[src/rtl/bp_bht_update_ctrl.sv]
// rtl/bp_bht_update_ctrl.sv - single-outstanding branch predict/update controller for the tournament BHT
//
// Purpose: accepts one branch-prediction request from fetch, reads the BHT,
// holds the in-flight prediction until the backend resolves it, then issues a
// one-cycle table update carrying the correct/incorrect verdict. Keeps
// saturating prediction and mispredict counters and a sticky error flag.
//
// Ports:
//   clk_i, reset_i                    clock, synchronous active-high reset
//   fe_req_v_i/pc_i/ready_o           fetch prediction request handshake
//   fe_pred_v_o, fe_pred_taken_o      prediction returned in the accept cycle
//   bht_r_o, bht_r_pc_o, bht_predict_i  table read port (combinational)
//   bht_w_o, bht_w_pc_o, bht_correct_o  table update port
//   be_res_v_i/pc_i/taken_i           backend resolution
//   flush_i                           drop the pending branch without update
//   mispredict_o                      pulse in an update cycle with a wrong guess
//   err_o                             sticky protocol error
//   pred_cnt_o, mispred_cnt_o         saturating statistics

module bp_bht_update_ctrl #(
    parameter int PC_W  = 32,
    parameter int CNT_W = 32
) (
    input  logic             clk_i,
    input  logic             reset_i,
    input  logic             fe_req_v_i,
    input  logic [PC_W-1:0]  fe_req_pc_i,
    output logic             fe_req_ready_o,
    output logic             fe_pred_v_o,
    output logic             fe_pred_taken_o,
    output logic             bht_r_o,
    output logic [PC_W-1:0]  bht_r_pc_o,
    input  logic             bht_predict_i,
    output logic             bht_w_o,
    output logic [PC_W-1:0]  bht_w_pc_o,
    output logic             bht_correct_o,
    input  logic             be_res_v_i,
    input  logic [PC_W-1:0]  be_res_pc_i,
    input  logic             be_res_taken_i,
    input  logic             flush_i,
    output logic             mispredict_o,
    output logic             err_o,
    output logic [CNT_W-1:0] pred_cnt_o,
    output logic [CNT_W-1:0] mispred_cnt_o
);

    typedef enum logic [1:0] {
        IDLE = 2'd0,
        PEND = 2'd1,
        UPD  = 2'd2
    } state_t;

    state_t            state_q, state_d;
    logic [PC_W-1:0]   pc_q;
    logic              pred_q;
    logic              correct_q;
    logic              err_q;
    logic [CNT_W-1:0]  pred_cnt_q;
    logic [CNT_W-1:0]  mispred_cnt_q;

    logic              accept;
    logic              res_match;
    logic              err_set;

    always_comb begin
        state_d         = state_q;
        accept          = 1'b0;
        res_match       = 1'b0;
        err_set         = 1'b0;
        fe_req_ready_o  = 1'b0;
        fe_pred_v_o     = 1'b0;
        fe_pred_taken_o = 1'b0;
        bht_r_o         = 1'b0;
        bht_r_pc_o      = '0;
        bht_w_o         = 1'b0;
        bht_w_pc_o      = '0;
        bht_correct_o   = 1'b0;
        mispredict_o    = 1'b0;

        case (state_q)
            IDLE: begin
                fe_req_ready_o = ~flush_i;
                if (fe_req_v_i && !flush_i) begin
                    accept          = 1'b1;
                    bht_r_o         = 1'b1;
                    bht_r_pc_o      = fe_req_pc_i;
                    fe_pred_v_o     = 1'b1;
                    fe_pred_taken_o = bht_predict_i;
                    state_d         = PEND;
                end
                if (be_res_v_i) begin
                    err_set = 1'b1;
                end
            end
            PEND: begin
                // flush wins over a same-cycle resolve: the branch is dead
                if (flush_i) begin
                    state_d = IDLE;
                end else if (be_res_v_i) begin
                    if (be_res_pc_i == pc_q) begin
                        res_match = 1'b1;
                        state_d   = UPD;
                    end else begin
                        err_set = 1'b1;
                        state_d = IDLE;
                    end
                end
            end
            UPD: begin
                // resolution is committed, so flush_i is not consulted here
                bht_w_o       = 1'b1;
                bht_w_pc_o    = pc_q;
                bht_correct_o = correct_q;
                mispredict_o  = ~correct_q;
                if (be_res_v_i) begin
                    err_set = 1'b1;
                end
                state_d = IDLE;
            end
            default: begin
                state_d = IDLE;
            end
        endcase

        // outputs are forced quiet for the whole reset cycle, whatever state we were in
        if (reset_i) begin
            fe_req_ready_o  = 1'b0;
            fe_pred_v_o     = 1'b0;
            fe_pred_taken_o = 1'b0;
            bht_r_o         = 1'b0;
            bht_r_pc_o      = '0;
            bht_w_o         = 1'b0;
            bht_w_pc_o      = '0;
            bht_correct_o   = 1'b0;
            mispredict_o    = 1'b0;
        end
    end

    always_ff @(posedge clk_i) begin
        if (reset_i) begin
            state_q       <= IDLE;
            pc_q          <= '0;
            pred_q        <= 1'b0;
            correct_q     <= 1'b0;
            err_q         <= 1'b0;
            pred_cnt_q    <= '0;
            mispred_cnt_q <= '0;
        end else begin
            state_q <= state_d;
            if (accept) begin
                pc_q   <= fe_req_pc_i;
                pred_q <= bht_predict_i;
                if (pred_cnt_q != '1) begin
                    pred_cnt_q <= pred_cnt_q + CNT_W'(1);
                end
            end
            if (res_match) begin
                correct_q <= (pred_q == be_res_taken_i);
            end
            if ((state_q == UPD) && !correct_q && (mispred_cnt_q != '1)) begin
                mispred_cnt_q <= mispred_cnt_q + CNT_W'(1);
            end
            if (err_set) begin
                err_q <= 1'b1;
            end
        end
    end

    assign err_o         = err_q & ~reset_i;
    assign pred_cnt_o    = reset_i ? '0 : pred_cnt_q;
    assign mispred_cnt_o = reset_i ? '0 : mispred_cnt_q;

endmodule

[config.mk]
export PLATFORM = sky130hd
export DESIGN_NAME = bp_bht_update_ctrl
export DESIGN_NICKNAME = d
export VERILOG_FILES = /design/src/rtl/bp_bht_update_ctrl.sv
export SDC_FILE = /design/constraint.sdc
export NUM_CORES = 1
export LEC_CHECK = 0
export BUFFER_PORTS_ARGS = -buffer_cell sky130_fd_sc_hd__buf_4
export CORE_MARGIN = 1.5
export CORE_UTILIZATION = 54
export CTS_CLUSTER_SIZE = 30
export DETAILED_ROUTE_END_ITERATION = 10
export PLACE_DENSITY = 0.95
export SKIP_LAST_GASP = 1
export SLEW_MARGIN = 15
export SYNTH_ARGS = -nofsm -noshare
export SYNTH_HDL_FRONTEND = slang
export SYNTH_SLANG_ARGS = --single-unit
[constraint.sdc]
create_clock -name clk_i -period 6.2 [get_ports clk_i]
set_input_delay 0.93 -clock clk_i [delete_from_list [all_inputs] [get_ports clk_i]]
set_output_delay 0.93 -clock clk_i [all_outputs]
set_load 0.1 [all_outputs]
==> results of run 1 <==
Yosys cell counts, types with 2 or more instances:
library cell / n
nand4_1: 20
buf_2: 3
nor3b_1: 2
nor2_1: 55
dfxtp_1: 101
a31oi_1: 7
o21ai_0: 28
xor2_1: 36
mux2_2: 21
or3_1: 14
buf_1: 6
xnor2_1: 12
or4_1: 15
nand2_1: 102
inv_1: 10
nand3_1: 18
nor3_1: 15
nor4_1: 14
ha_1: 2
and2_1: 72
clkbuf_1: 34
a311oi_1: 3
a2111oi_0: 2
and3_1: 8
nor4b_1: 2
or2_2: 2
nor2b_1: 60
o211ai_1: 2
a21oi_1: 47
and4_1: 6
power by group through the flow:
stage	Clock (mW)	Combinational, mW	Sequential (mW)
6_report	0.438	0.181	0.670
3_3_place_gp	0	0.177	0.685
4_1_cts	0.447	0.181	0.670
5_1_grt	0.471	0.193	0.672
2_1_floorplan	0	0.115	0.682
3_5_place_dp	0	0.180	0.686
metrics by stage:
| stage | hold WS [ns] | setup slack (ns) |
|---|---|---|
| 2_1_floorplan | 0.448 | 0.946 |
| 3_3_place_gp | 0.454 | 2.33 |
| 3_5_place_dp | 0.471 | 2.23 |
| 4_1_cts | 0.482 | 2.23 |
| 5_1_grt | 0.500 | 2.24 |
| 6_report | 0.477 | 2.39 |
cell type report:
| class | instances | area share, % |
|---|---|---|
| clock inverters | 4 | 1.01 |
| inverters | 10 | 0.503 |
| multi-input cells | 578 | 46.0 |
| flip-flops and latches | 101 | 27.1 |
| repair buffers | 213 | 21.4 |
| clock buffers | 10 | 1.71 |
| well taps | 136 | 2.28 |
metal layers:
layer / share of wire (%) / GRT usage, %
met1: 41 / 32.7
met2: 50 / 49.3
met3: 6.3 / 4.76
met4: 2.9 / 11.4
met5: 0 / 0
flip-flops by register name (all words and copies together), names as in the netlist:
signal         cells
state_q            2
correct_q          1
pred_q             1
pred_cnt_q        32
mispred_cnt_q     32
pc_q              32
err_q              1
worst max-delay path by stage:
stage                 start               end  depth (start not counted)
floorplan           reset_i    fe_req_ready_o                          4
global placement    flush_i     bht_r_pc_o[7]                          5
detailed placement  flush_i    bht_r_pc_o[30]                          5
CTS                 flush_i    bht_r_pc_o[30]                          5
global route        reset_i  mispred_cnt_o[4]                          4
finish              reset_i  mispred_cnt_o[4]                          4
cell usage in the layout (no fill, tap or decap), drive strengths merged, types with 3 or more instances in the layout:
master,n
or3,14
inv,10
nand2,102
or4,16
nor3,15
a31oi,7
a21oi,47
a311oi,3
and4,6
buf,213
dfxtp,101
nor4,14
xnor2,12
nand4,21
nor2,55
xor2,36
and3,8
mux2,21
and2,72
clkbuf,10
o21ai,28
nand3,18
nor2b,60
kinds of logic (layout without fill, tap and decap cells):
| kind of cell | after synthesis | after routing | synth area share (%) |
|---|---|---|---|
| mux | 21 | 21 | 4.18 |
| compound gates | 95 | 95 | 9.34 |
| simple gates | 412 | 412 | 39.1 |
| xor+xnor | 48 | 48 | 7.44 |
| flops | 101 | 101 | 35.8 |
| fa+ha+maj | 2 | 2 | 0.443 |
| buf+inv | 54 | 237 | 3.72 |
tightest hold or removal path: stages, from the launching register on:
cell and delay [ns]:
dfxtp_1 0.32, nand2_1 0.06, a21oi_1 0.06
==> results.json, run 1 <==
{
  "dp_cells": 1038,
  "start_util_pct": 55.2,
  "critPathKind": "in -> out",
  "boundaryPins": 207,
  "rows": 37,
  "cts_buffers": 9,
  "insertion_delay_ns": 0.35,
  "arrival_ns": 2.88,
  "rsz0062_at_grt": "false",
  "cts_resized": 0,
  "cts_hold_buf": 0,
  "grt_pass1_vias": 5225,
  "timing.final.crit_period_ns": 3.81,
  "cts.clk_slew.worst_paths_ns": 0.08,
  "p_leak_nw": 3.23,
  "synth_edf_count": 0,
  "wire_per_inst_um": 15.0,
  "fillCellCount": 823,
  "grt-ovfl-total": 0,
  "slowest_delay_ns": 0.80,
  "max_freq_mhz": 263,
  "ir_worst_vdd_v": 0.000140,
  "crit_path_max_fanout": 94,
  "via_per_inst": 5.48,
  "antenna_found_initial": 0,
  "p_clk_share_pct": 34.0,
  "synth-async-reset-ratio_pct": 0,
  "synthTopCellsByArea": "dfxtp_1 (36%), and2_1 (8.0%), nand2_1 (6.8%)",
  "finalCritPeriodShare_pct": 61.4,
  "fin_worst_skew_ns": 0.0152,
  "worstHoldEndpoint": "pred_q",
  "design_area_um2": 7470,
  "netlist_instances": 733,
  "post_dp_cell_area_um2": 7260,
  "synthToLayoutAreaGrowth_pct": 32.2,
  "die_w_um": 105,
  "p_comb_share_pct": 14.1,
  "p_per_area_nw_per_um2": 173,
  "die_h_um": 105,
  "slew_violations": 0,
  "rr_endpoint": "pred_cnt_q[30]",
  "seq_area_um2": 2020,
  "tns_ns": 0,
  "instances_no_fill": 1052,
  "htree_num_levels": 3,
  "hold_viol": 0,
  "rr_worst_depth": 5,
  "post_cts_buffers": 0,
  "synth_seq_area_share_pct": 35.8,
  "total_power_mw": 1.29,
  "yosys.area.top_type": "dfxtp_1",
  "finalNetCount": 986,
  "coreArea_um2": 10200,
  "root_buffer": "clkbuf_8",
  "ant_nets": 0,
  "track_usage_pct": 27.7,
  "clockBufferDepth": 2,
  "path_delay_family": "buffers and inverters",
  "status": "finished, final reports clean",
  "cpMaxStageDelayCell": "buf_4",
  "gp_congestion": 0.916,
  "utilization_pct": 73.0,
  "num_vias": 5764,
  "ys_warn_count": 0,
  "drive_above_1_share_pct": 27.8,
  "cp_common_cell": "buf_4",
  "netSwitchingPower_mw": 0.345,
  "ys_types": 44,
  "synthFlopType": "dfxtp_1",
  "cp.buffers_inverters": 3,
  "grt_max_degree": 95,
  "cts_tree": "yes",
  "wl_mm": 15.8,
  "avgSynthCellArea_um2": 7.71,
  "switching_share_pct": 26.7,
  "slew_headroom_pct": 44.5,
  "netlist_area_um2": 5650,
  "p_int_mw": 0.945,
  "rrSetupSlack_ns": 3.59,
  "detail_route.iter0.violations": 291,
  "r2r-start": "state_q[0]",
  "antenna_cells": 0,
  "setup_violations": 0,
  "multiInputGateArea_um2": 3440,
  "die_area_um2": 11100,
  "route.detailed.drc": 0,
  "synth_top_cell_area_share_pct": 35.8,
  "required_ns": 5.27,
  "startpoint_type": "primary input",
  "portBuffers": 206,
  "ys_seq_elements": 101,
  "hold_depth": 2,
  "drtPass1Iterations": 5,
  "grt_pass1_wl_mm": 25.0,
  "path_cells": "buf_4, buf_4, nor2b_1, buf_4",
  "clock_sinks": 101,
  "worst_slew_pin_slew_ns": 0.832,
  "hp-start": "pred_q",
  "post-dp-hpwl_mm": 11.8,
  "synthesis.nets": 806,
  "pwr-share-seq_pct": 52.0,
  "maxCapViolations": 0,
  "end_kind": "output port",
  "holdCritPathClass": "reg -> reg"
}
No activity file was read; power rests on OpenSTA's default activity.
==> inputs of run 2 (changes only) <==
--- a/config.mk
+++ b/config.mk
@@ -7,10 +7,10 @@
 export LEC_CHECK = 0
 export BUFFER_PORTS_ARGS = -buffer_cell sky130_fd_sc_hd__buf_4
 export CORE_MARGIN = 1.5
-export CORE_UTILIZATION = 54
+export CORE_UTILIZATION = 50
 export CTS_CLUSTER_SIZE = 30
 export DETAILED_ROUTE_END_ITERATION = 10
-export PLACE_DENSITY = 0.95
+export PLACE_DENSITY = 0.92
 export SKIP_LAST_GASP = 1
 export SLEW_MARGIN = 15
 export SYNTH_ARGS = -nofsm -noshare
==> constraint.sdc (replaced) <==
create_clock -name clk_i -period 3.8 [get_ports clk_i]
set_input_delay 0.57 -clock clk_i [delete_from_list [all_inputs] [get_ports clk_i]]
set_output_delay 0.57 -clock clk_i [all_outputs]
set_load 0.1 [all_outputs]
==> run 2 against run 1 <==
Compared with the run above:
- sequential cell count is the same
- sequential share of layout area shrank 0.45 points
- combinational power grew 63%
- clock skew decreased by 0.0047 ns
- largest power group unchanged
- first-iteration DRC count down 5.5%
- critical path depth is 1 higher
- cell count up 0.67%
- critical endpoint is now bht_r_pc_o[8]
- via count about the same
- register-to-register slack lost 2.3 ns
- total power up 79%
==> results.json, run 2 (synthesis results as in run 1) <==
{
  "status": "finished, final reports clean",
  "htree_num_levels": 3,
  "finalCritPeriodShare_pct": 79.7,
  "tns_ns": 0,
  "grt_max_degree": 115,
  "root_buffer": "clkbuf_16",
  "cts_resized": 0,
  "netSwitchingPower_mw": 0.600,
  "p_leak_nw": 3.29,
  "critPathKind": "reg -> out",
  "required_ns": 3.23,
  "post-dp-hpwl_mm": 11.9,
  "timing.final.crit_period_ns": 3.03,
  "track_usage_pct": 24.5,
  "boundaryPins": 207,
  "coreArea_um2": 10900,
  "drive_above_1_share_pct": 28.2,
  "clock_sinks": 101,
  "total_power_mw": 2.31,
  "die_w_um": 109,
  "wire_per_inst_um": 14.8,
  "crit_path_max_fanout": 24,
  "fin_worst_skew_ns": 0.0105,
  "maxCapViolations": 0,
  "wl_mm": 15.7,
  "rows": 38,
  "cpMaxStageDelayCell": "or4b_1",
  "rrSetupSlack_ns": 1.27,
  "cts_tree": "yes",
  "drtPass1Iterations": 5,
  "ant_nets": 0,
  "portBuffers": 206,
  "end_kind": "output port",
  "post_cts_buffers": 0,
  "grt-ovfl-total": 0,
  "antenna_cells": 0,
  "p_clk_share_pct": 39.8,
  "top_regs": "mispred_cnt_q x32, pc_q x32, pred_cnt_q x32",
  "cts_hold_buf": 0,
  "rsz0062_at_grt": "false",
  "p_comb_share_pct": 12.8,
  "insertion_delay_ns": 0.33,
  "grt_pass1_vias": 4977,
  "fillCellCount": 897,
  "p_per_area_nw_per_um2": 304,
  "finalNetCount": 987,
  "hold_viol": 0,
  "switching_share_pct": 26.0,
  "cp_common_cell": "buf_4",
  "max_freq_mhz": 330,
  "arrival_ns": 2.46,
  "num_vias": 5762,
  "grt_pass1_wl_mm": 23.3,
  "clockBufferDepth": 2,
  "cts_buffers": 9,
  "detail_route.iter0.violations": 275,
  "start_util_pct": 51.7,
  "path_cells": "or4b_1, nor2_2, buf_4, and2_1, buf_4",
  "via_per_inst": 5.44,
  "path_delay_family": "simple AND/OR/NAND/NOR gates",
  "p_int_mw": 1.71,
  "setup_violations": 0,
  "route.detailed.drc": 0,
  "slowest_delay_ns": 0.57,
  "cp.buffers_inverters": 2,
  "holdCritPathClass": "reg -> reg",
  "pwr-share-seq_pct": 47.4,
  "slew_violations": 0,
  "worst_slew_pin_slew_ns": 0.786,
  "die_area_um2": 11900,
  "synthToLayoutAreaGrowth_pct": 34.4,
  "antenna_found_initial": 0,
  "gp_congestion": 0.864,
  "die_h_um": 109,
  "cts.clk_slew.worst_paths_ns": 0.07,
  "slew_headroom_pct": 47.4,
  "ir_worst_vdd_v": 0.000294,
  "final_common_cell": "buf_4",
  "final_cell_mix": "buf_4 (213), nand2_1 (102), dfxtp_1 (101)",
  "startpoint_type": "flip-flop"
}
==> run 2: layer usage <==
metal  GRT usage [%]  share of wire, %  up-vias
li1                -                 -     2881
met1            29.2                40     2654
met2            43.4                50      202
met3            5.57               7.9       25
met4            8.26               2.1        0
met5               0                 0        -
==> run 2: area by class of cell <==
type / count / area, um2 / area share (%)
Multi-Input combinational cell: 578 / 3440 / 45.3
Timing Repair Buffer: 214 / 1620 / 21.3
Clock inverter: 5 / 60.1 / 0.791
Clock buffer: 11 / 243 / 3.20
Sequential cell: 101 / 2020 / 26.6
Tap cell: 140 / 175 / 2.31
Inverter: 10 / 37.5 / 0.494
==> run 2: final timing paths <==
| kind | cells after the start | start | endpoint |
|---|---|---|---|
| setup / recovery | 5 | state_q[0] | bht_r_pc_o[8] |
| hold / removal | 2 | pred_q | pred_q |
| setup reg to reg | 5 | state_q[0] | pred_cnt_q[30] |
| hold reg to reg | 2 | pred_q | pred_q |
==> run 2: through the flow <==
step / util [%] / worst slack, ns / hold WS (ns) / cells / cell area, um2
floorplan: - / 0.353 / 0.448 / 733 / 5660
global placement: 66.7 / 0.924 / 0.457 / 1043 / 7290
detailed placement: 66.7 / 0.872 / 0.464 / 1043 / 7290
CTS: 69.5 / 0.763 / 0.473 / 1059 / 7600
global route: 69.5 / 0.649 / 0.489 / 1059 / 7600
finish: 69.5 / 0.770 / 0.474 / 1059 / 7600
==> run 2: worst register-to-register path, stage by stage (launching register included) <==
cell	delay, ns
dfxtp_1	0.41
or4b_1	0.57
buf_4	0.29
or4_1	0.70
or4_1	0.44
nand2_1	0.07
==> run 2: power groups by stage <==
stage	Sequential, mW	Clock, mW	Combinational (mW)
2_1_floorplan	1.11	0	0.188
5_1_grt	1.10	0.986	0.315
6_report	1.10	0.920	0.295
4_1_cts	1.09	0.941	0.296
3_3_place_gp	1.12	0	0.291
3_5_place_dp	1.12	0	0.296
